$ cat config.mk
export PLATFORM = sky130hd
export DESIGN_NAME = johnson_phase_monitor_flat
export DESIGN_NICKNAME = d
export VERILOG_FILES = /design/src/rtl/johnson_phase_monitor_if.sv /design/src/rtl/johnson_phase_monitor.sv /design/src/flat_wrapper.sv
export SDC_FILE = /design/constraint.sdc
export NUM_CORES = 1
export LEC_CHECK = 0
export ABC_AREA = 1
export BUFFER_PORTS_ARGS = -buffer_cell sky130_fd_sc_hd__buf_4
export CAP_MARGIN = 15
export CORE_MARGIN = 2
export CORE_UTILIZATION = 60
export CTS_BUF_LIST = sky130_fd_sc_hd__clkbuf_16
export CTS_CLUSTER_SIZE = 20
export DETAILED_ROUTE_END_ITERATION = 7
export PLACE_DENSITY = 0.84
export REMOVE_ABC_BUFFERS = 1
export SETUP_SLACK_MARGIN = 0.1
export SLEW_MARGIN = 5
export SYNTH_ARGS = -nofsm -noshare
export SYNTH_HDL_FRONTEND = slang
export SYNTH_SLANG_ARGS = --single-unit
$ cat constraint.sdc
create_clock -name Clock -period 2.8 [get_ports Clock]
set_input_delay 0.42 -clock Clock [delete_from_list [all_inputs] [get_ports Clock]]
set_output_delay 0.42 -clock Clock [all_outputs]
set_load 0.05 [all_outputs]
$ cat src/rtl/johnson_phase_monitor_if.sv
// Bus between a Johnson-code source and johnson_phase_monitor.
// master: drives Enable/Clear/Count_in. slave: drives the decoded status.
interface johnson_phase_monitor_if #(
    parameter int ERR_W = 8,
    parameter int REV_W = 16
);
    logic             Enable;
    logic             Clear;
    logic [3:0]       Count_in;
    logic [7:0]       Phase_out;
    logic [2:0]       Phase_idx;
    logic             Locked;
    logic             Error_pulse;
    logic [ERR_W-1:0] Err_count;
    logic             Rev_pulse;
    logic [REV_W-1:0] Rev_count;

    modport master (
        output Enable, Clear, Count_in,
        input  Phase_out, Phase_idx, Locked,
        input  Error_pulse, Err_count, Rev_pulse, Rev_count
    );

    modport slave (
        input  Enable, Clear, Count_in,
        output Phase_out, Phase_idx, Locked,
        output Error_pulse, Err_count, Rev_pulse, Rev_count
    );
endinterface

$ cat src/rtl/johnson_phase_monitor.sv
// Johnson phase monitor: decodes a 4-bit Johnson code, tracks lock,
// counts transition errors (saturating) and revolutions (wrapping).
// Ports: Clock, Reset (async, active-low), mon (slave modport):
//   in  Enable, Clear, Count_in[3:0]
//   out Phase_out[7:0], Phase_idx[2:0], Locked, Error_pulse,
//       Err_count[ERR_W-1:0], Rev_pulse, Rev_count[REV_W-1:0]
// Option: JOHNSON_MONITOR_RESYNC_EN makes a jump to 0000 a silent resync.
module johnson_phase_monitor #(
    parameter int LOCK_COUNT = 4,
    parameter int ERR_W      = 8,
    parameter int REV_W      = 16
) (
    input logic Clock,
    input logic Reset,
    johnson_phase_monitor_if.slave mon
);
    localparam logic [1:0] S_IDLE   = 2'd0;
    localparam logic [1:0] S_ACQ    = 2'd1;
    localparam logic [1:0] S_LOCKED = 2'd2;
    localparam logic [3:0] LOCK_MAX = 4'(LOCK_COUNT);

    logic [3:0]       samp;
    logic [3:0]       prev;
    logic             samp_vld;
    logic [1:0]       state;
    logic [3:0]       lock_cnt;
    logic [7:0]       phase_q;
    logic [2:0]       idx_q;
    logic             err_p_q;
    logic             rev_p_q;
    logic [ERR_W-1:0] err_q;
    logic [REV_W-1:0] rev_q;

    logic       legal;
    logic [2:0] dec_idx;
    logic [3:0] nxt;
    logic       cls_stall;
    logic       cls_step;
    logic       zero_jump;
    logic       cls_resync;
    logic       cls_error;
    logic       fire;
    logic       err_hit;
    logic       rev_hit;

    always_comb begin
        legal   = 1'b1;
        dec_idx = 3'd0;
        unique case (samp)
            4'b0000: dec_idx = 3'd0;
            4'b0001: dec_idx = 3'd1;
            4'b0011: dec_idx = 3'd2;
            4'b0111: dec_idx = 3'd3;
            4'b1111: dec_idx = 3'd4;
            4'b1110: dec_idx = 3'd5;
            4'b1100: dec_idx = 3'd6;
            4'b1000: dec_idx = 3'd7;
            default: legal   = 1'b0;
        endcase
    end

    assign nxt       = {prev[2:0], ~prev[3]};
    assign cls_stall = legal && (samp == prev);
    assign cls_step  = legal && !cls_stall && (samp == nxt);
    assign zero_jump = legal && !cls_stall && !cls_step
                     && (samp == 4'b0000);

`ifdef JOHNSON_MONITOR_RESYNC_EN
    assign cls_resync = zero_jump;
    assign cls_error  = !(cls_stall || cls_step || zero_jump);
`else
    assign cls_resync = 1'b0;
    assign cls_error  = !(cls_stall || cls_step);
`endif

    // Stage 2 runs only once stage 1 holds a real sample, so the
    // reset value of samp is never mistaken for the IDLE entry code.
    assign fire    = mon.Enable && samp_vld;
    assign err_hit = fire && (state != S_IDLE) && cls_error;
    assign rev_hit = fire && (state == S_LOCKED) && cls_step
                   && (prev == 4'b1000);

    always_ff @(posedge Clock or negedge Reset) begin
        if (!Reset) begin
            samp     <= '0;
            prev     <= '0;
            samp_vld <= 1'b0;
            state    <= S_IDLE;
            lock_cnt <= '0;
            phase_q  <= '0;
            idx_q    <= '0;
            err_p_q  <= 1'b0;
            rev_p_q  <= 1'b0;
            err_q    <= '0;
            rev_q    <= '0;
        end else begin
            err_p_q <= err_hit;
            rev_p_q <= rev_hit;
            if (mon.Enable) begin
                samp     <= mon.Count_in;
                samp_vld <= 1'b1;
            end
            if (fire) begin
                prev <= samp;
                if (legal) begin
                    phase_q <= 8'b1 << dec_idx;
                    idx_q   <= dec_idx;
                end else begin
                    phase_q <= '0;
                end
                unique case (state)
                    S_IDLE: begin
                        state    <= S_ACQ;
                        lock_cnt <= '0;
                    end
                    S_ACQ: begin
                        if (cls_error || cls_resync) begin
                            lock_cnt <= '0;
                        end else if (cls_step) begin
                            if (lock_cnt >= LOCK_MAX - 4'd1) begin
                                lock_cnt <= LOCK_MAX;
                                state    <= S_LOCKED;
                            end else begin
                                lock_cnt <= lock_cnt + 4'd1;
                            end
                        end
                    end
                    S_LOCKED: begin
                        if (cls_error || cls_resync) begin
                            state    <= S_ACQ;
                            lock_cnt <= '0;
                        end
                    end
                    default: begin
                        state    <= S_IDLE;
                        lock_cnt <= '0;
                    end
                endcase
            end
            if (mon.Clear) begin
                err_q <= '0;
            end else if (err_hit && (err_q != '1)) begin
                err_q <= err_q + ERR_W'(1);
            end
            if (mon.Clear) begin
                rev_q <= '0;
            end else if (rev_hit) begin
                rev_q <= rev_q + REV_W'(1);
            end
        end
    end

    assign mon.Phase_out   = phase_q;
    assign mon.Phase_idx   = idx_q;
    assign mon.Locked      = (state == S_LOCKED);
    assign mon.Error_pulse = err_p_q;
    assign mon.Err_count   = err_q;
    assign mon.Rev_pulse   = rev_p_q;
    assign mon.Rev_count   = rev_q;
endmodule

$ cat src/flat_wrapper.sv
// flat-port wrapper written by rule: the top's interface ports become plain ports
module johnson_phase_monitor_flat 
#(
    parameter int LOCK_COUNT = 4,
    parameter int ERR_W      = 8,
    parameter int REV_W      = 16
)
  (Clock, Reset, mon_Enable, mon_Clear, mon_Count_in, mon_Phase_out, mon_Phase_idx, mon_Locked, mon_Error_pulse, mon_Err_count, mon_Rev_pulse, mon_Rev_count);
  johnson_phase_monitor_if #(.ERR_W(ERR_W), .REV_W(REV_W)) mon_i ();
  input logic Clock;
  input logic Reset;
  input wire logic [$bits(mon_i.Enable)-1:0] mon_Enable;
  input wire logic [$bits(mon_i.Clear)-1:0] mon_Clear;
  input wire logic [$bits(mon_i.Count_in)-1:0] mon_Count_in;
  output wire logic [$bits(mon_i.Phase_out)-1:0] mon_Phase_out;
  output wire logic [$bits(mon_i.Phase_idx)-1:0] mon_Phase_idx;
  output wire logic [$bits(mon_i.Locked)-1:0] mon_Locked;
  output wire logic [$bits(mon_i.Error_pulse)-1:0] mon_Error_pulse;
  output wire logic [$bits(mon_i.Err_count)-1:0] mon_Err_count;
  output wire logic [$bits(mon_i.Rev_pulse)-1:0] mon_Rev_pulse;
  output wire logic [$bits(mon_i.Rev_count)-1:0] mon_Rev_count;
  assign mon_i.Enable = mon_Enable;
  assign mon_i.Clear = mon_Clear;
  assign mon_i.Count_in = mon_Count_in;
  assign mon_Phase_out = mon_i.Phase_out;
  assign mon_Phase_idx = mon_i.Phase_idx;
  assign mon_Locked = mon_i.Locked;
  assign mon_Error_pulse = mon_i.Error_pulse;
  assign mon_Err_count = mon_i.Err_count;
  assign mon_Rev_pulse = mon_i.Rev_pulse;
  assign mon_Rev_count = mon_i.Rev_count;
  johnson_phase_monitor #(.LOCK_COUNT(LOCK_COUNT), .ERR_W(ERR_W), .REV_W(REV_W)) u_core (.Clock(Clock), .Reset(Reset), .mon(mon_i));
endmodule
# Yosys cells after proc, flatten, opt, wreduce, memory -nomap -nowiden
# Cells that the tools add are included.
# word_totals
regBits	52
in_bits	8
output_inout_bits	38
wordCells	74
# classes
n_addsub	3
magnitude_cmp	1
eq_ne	18
n_shift	1
muxes	17
bitwise_logic	1
n_reduce_logical	22
# ops
cell	count
16-bit 2-to-1 mux	2
8-bit 2-to-1 mux	3
3-bit one-hot mux with 7 select lines	1
4-bit equality test (second input constant)	5
16-bit by 1-bit adder with 16-bit output (second input constant)	1
4-bit 2-to-1 mux	4
1-bit logical AND	10
8-bit by 1-bit adder with 8-bit output (second input constant)	1
4-bit equality test	2
2-bit 2-to-1 mux	4
8-bit != test (second input constant)	1
4-bit one-hot mux with 2 select lines	1
8-bit OR reduction	1
1-bit by 3-bit << shifter with 8-bit output (first input constant)	1
2-bit by 1-bit != test with 1-bit output (second input constant)	3
2-bit one-hot mux with 3 select lines	1
2-bit nonzero test	3
5-bit AND reduction	1
4-bit by 1-bit adder with 4-bit output (second input constant)	1
4-bit by 1-bit equality test with 1-bit output (second input constant)	1
4-bit by 2-bit equality test with 1-bit output (second input constant)	1
4-bit by 3-bit equality test with 1-bit output (second input constant)	1
4-bit by 2-bit >= comparator with 1-bit output (second input constant)	1
4-bit logical NOT	1
11 further kinds	12

# Longest topological paths before layout
# depth
ltp_word	13
ltp_mapped	15
mapped_depth_nobuf	13

# Worst setup path after synthesis
# No wires, ideal clock.
# synth_timing
path_kind	register to register
from	register u_core.state[0]
to	register u_core.rev_q[13], in the netlist u_core.mon.Rev_count[13]
t_arrival_ps	1755
slack_ps	922
stages_incl_launch_ff	10
path_buffers	1
period_less_slack_ps	1878
path_cell_list	dfrtp_1 -> nor2_2 -> nand3_1 -> nor4_1 -> nand2_2 -> nand2_4 -> inv_2 -> buf_6 -> nand2_1 -> o21ai_1
# synth_via
elab_chain_len	5
# synth_rtl
item	line_no	source
start: declaration	johnson_phase_monitor.sv:25	logic [1:0] state;
start signal: assignment	johnson_phase_monitor.sv:88	state <= S_IDLE;
start signal: assignment	johnson_phase_monitor.sv:113	state <= S_ACQ;
start signal: assignment	johnson_phase_monitor.sv:122	state <= S_LOCKED;
2-bit equality test	n/a	
via mon_Locked	flat_wrapper.sv:17	output wire logic [$bits(mon_i.Locked)-1:0] mon_Locked;
1-bit logical AND (2 in a row)	johnson_phase_monitor.sv:80	assign rev_hit = fire && (state == S_LOCKED) && cls_step
1-bit logical AND	johnson_phase_monitor.sv:81	&& (prev == 4'b1000);
2-bit nonzero test (no source line)	n/a	
end signal: assignment	johnson_phase_monitor.sv:148	rev_q <= rev_q + REV_W'(1);
end: declaration	johnson_phase_monitor.sv:32	logic [REV_W-1:0] rev_q;
# The timed path passes the listed nets, and every way through them passes these cells.
# A chain may end at the register's enable or synchronous reset.

# Final worst setup path
# layout_timing
from	register u_core.samp[3]
to	register u_core.rev_q[13], in the netlist u_core.mon.Rev_count[13]
# layout_via
elab_chain_len	10
# layout_rtl
item	line_no	source
start: declaration	johnson_phase_monitor.sv:22	logic [3:0] samp;
start signal: assignment	johnson_phase_monitor.sv:100	samp <= mon.Count_in;
4-bit by 1-bit equality test with 1-bit output, or another cell as far along	johnson_phase_monitor.sv:49	unique case (samp)
8-bit OR reduction (no source line)	n/a	
1-bit 2-to-1 mux	johnson_phase_monitor.sv:49	
1-bit logical AND	johnson_phase_monitor.sv:63	assign cls_stall = legal && (samp == prev);
1-bit logical NOT	johnson_phase_monitor.sv:64	assign cls_step = legal && !cls_stall && (samp == nxt);
1-bit logical AND	johnson_phase_monitor.sv:64	
1-bit logical AND (*)	johnson_phase_monitor.sv:64	
1-bit logical AND (*)	johnson_phase_monitor.sv:80	
1-bit logical AND (*)	johnson_phase_monitor.sv:81	
2-bit nonzero test (no source line) (*)	n/a	
# Mark *: on every way between the ends. The rest lies on a longest branch, timed or not.

==> flow_summary.toml <==
[status]
status = "finished, final reports clean"

[final_layout]
final_nets = 419
post-route-util_pct = 72.46
drive_gt1_share_pct = 19.56
syn_to_final_growth_pct = 18.59
layout_common_cells = "103 x nand2_1, 52 x dfrtp_1, 46 x buf_4"
final_common_cell = "nand2_1"
antenna_cells = 0
nFillCells = 362

[routing]
postRouteAntennaNets = 0
vias_per_cell = 5.341
routed_wl_um = 5842
drt_first_pass_iters = 4
routedWlPerCell_um = 12.62
drc = 0
vias = 2473
drtIter0Drc = 126

[floorplanning]
core_area_um2 = 4661
io_pins = 46
dieHeight_um = 72.89
initial_core_util_pct = 61.10
rows = 25
fp.dieW_um = 72.89
dieArea_um2 = 5313

[clocking]
htreeDepth = 2
post_cts_resized = 0
numCtsBuffers = 5
clockBufferDepth = 2
hold_buffers = 0
clk_latency_ns = 0.29
clock_tree.root_cell = "clkbuf_16"
clock_sinks = 52
cts_tree = "done"
clk_pin_slew_ns = 0.07
postCtsSetupRepairBufs = 0

[synthesis]
synth_top_cell_area_share_pct = 45.69
synth_top_cells_by_area = "dfrtp_1 46%, nand2_1 14%, nand3_1 5.6%, nor2_1 4.3%, xor2_1 4.0%"
netlist_area_um2 = 2848
synth-seq-cells = 52
synth_warnings = 0
syn-instance-count = 364
ys_seq_area_share_pct = 45.69
syn_avg_cell_area_um2 = 7.823
synthDistinctLibCells = 32
synth_area_leader_cell = "dfrtp_1"

[timing]
rsz0062_at_grt = "false"
fmax_mhz = 565.8
worstMarginPinSlew_ns = 0.6133
min_period_ns = 1.768
timing.hold.ws_ns = 0.1324
setup_viol = 0
slew_viol_final = 0
skew_ns = 0.007817
hold_violations = 0
post-route-period-util_pct = 63.13
slew_headroom_pct = 59.11
final.setup.tns_ns = 0

[power]
p_clk_share_pct = 33.9
p_seq_share_pct = 42.7
p_leak_nw = 1.725
p_int_w = 0.001365
power.switching_w = 0.0006618
power_density_nw_per_um2 = 600.2
power.total_w = 0.002027
switching_share_pct = 32.65
peakVddDrop_mv = 0.4265
combPwrFrac_pct = 23.3

[worst_setup_path]
criticalPathCategory = "reg2reg"
critPathArrivalTime_ns = 1.94
cp-end-kind = "flop"
crit_path_max_incr_delay_ns = 0.48
r2r_cells = 12
cp_slowest_cell = "dfrtp_1"
crit_top_cell = "inv_2"
worstPathRequired_ns = 2.98
crit_fanout = 17
cp_cell_sequence = "inv_2 > nand3_1 > nand2_1 > inv_2 > nand2_4 > nand2_4 > inv_2 > nand2_2 > nand2_4 > inv_2 > nand2_1 > o21ai_1"
start_kind = "flop"

[global_route]
antenna_found_initial = 0
grt_first_pass_wirelength_um = 10030
grt_usage_pct = 24.04
grt_overflow = 0
grt_pass1_vias = 2303
grt_max_degree = 53

[placed_design]
port_buffers = 45
hpwl_um = 4169
gp_congestion = 0.8733

[job]
maxCapViolCount = 0

[hold_path]
hold_class = "in2async"
==> path summary, 6_finish.rpt <==
path / slack (ns) / end / startpoint
max in group asynchronous: 2.24 / u_core.lock_cnt[3] / Reset
setup reg to reg: 1.03 / u_core.mon.Rev_count[13] / u_core.samp[3]
setup / recovery: 1.03 / u_core.mon.Rev_count[13] / u_core.samp[3]
min in group Clock: 0.34 / u_core.samp[3] / mon_Count_in[3]
hold / removal: 0.13 / u_core.mon.Rev_count[4] / Reset
hold reg to reg: 0.46 / u_core.lock_cnt[3] / u_core.lock_cnt[3]
==> power by group through the flow <==
stage / clock network (W) / logic (W) / registers [W]
final: 0.000688 / 0.000473 / 0.000866
after floorplan: 0 / 0.000233 / 0.000974
after global placement: 0 / 0.000465 / 0.000876
after detailed placement: 0 / 0.000473 / 0.000878
after CTS: 0.000700 / 0.000476 / 0.000865
after global routing: 0.000725 / 0.000519 / 0.000874
==> Yosys cell counts (all sizes together) <==
| cell type | count |
|---|---|
| a21oi | 4 |
| a31oi | 1 |
| a32o | 1 |
| buf | 5 |
| clkbuf | 4 |
| clkinv | 1 |
| dfrtp | 52 |
| ha | 3 |
| inv | 36 |
| nand2 | 115 |
| nand3 | 32 |
| nand4 | 12 |
| nor2 | 36 |
| nor3 | 10 |
| nor3b | 1 |
| nor4 | 1 |
| o21ai | 24 |
| o22ai | 1 |
| o31ai | 1 |
| or2 | 2 |
| or3 | 1 |
| xnor2 | 8 |
| xor2 | 13 |
==> sequential cells by signal, summed over array words and instances (netlist names) <==
name	count
u_core.lock_cnt	4
u_core.mon.Err_count	8
u_core.mon.Error_pulse	1
u_core.mon.Phase_idx	3
u_core.mon.Phase_out	8
u_core.mon.Rev_count	16
u_core.mon.Rev_pulse	1
u_core.prev	4
u_core.samp	4
u_core.samp_vld	1
u_core.state	2
==> metrics by stage <==
| stage | instances | cell area, um^2 | worst slack (ns) |
|---|---|---|---|
| finish | 463 | 3377 | 1.032 |
| global route | 463 | 3377 | 0.8422 |
| CTS | 463 | 3377 | 1.031 |
| detailed placement | 455 | 3209 | 0.9549 |
| global placement | 455 | 3209 | 0.9502 |
| floorplan | 355 | 2796 | 0.9176 |
==> cells by family after synthesis <==
kind of cell             synth area share [%]
AND/OR/NAND/NOR                         33.74
adder cells (fa/ha/maj)                 1.318
flip-flops                              45.69
AO/OA/AOI/OAI                           6.108
buffers and inverters                   6.678
XOR/XNOR                                6.459
==> layout make-up <==
cell class              instances  area [um^2]  area share [%]
repair buffers                 46        345.3           10.23
inverters                      37        138.9           4.113
multi-input cells             266         1356           40.16
well taps                      54        67.56           2.001
clock inverters                 3        42.54           1.260
clock buffers                   5        125.1           3.705
flip-flops and latches         52         1301           38.53
==> metal layers <==
metal	wire length, um	global-route usage (%)	vias up	share of wire [%]
met2	2888	40.10	54	49
li1	-	-	1259	-
met1	2659	31.57	1152	46
met3	216	5.110	8	3.7
met4	78	7.407	0	1.3
met5	0	0	-	0
==> critical path: cells and delay by family (launching register included) <==
kind	cells	cell delay [ns]
buffers and inverters	4	0.36
AOI/OAI and AO/OA	1	0.06
DFF	1	0.48
and+or+nand+nor	7	0.76
(Power assumes the default switching activity.)
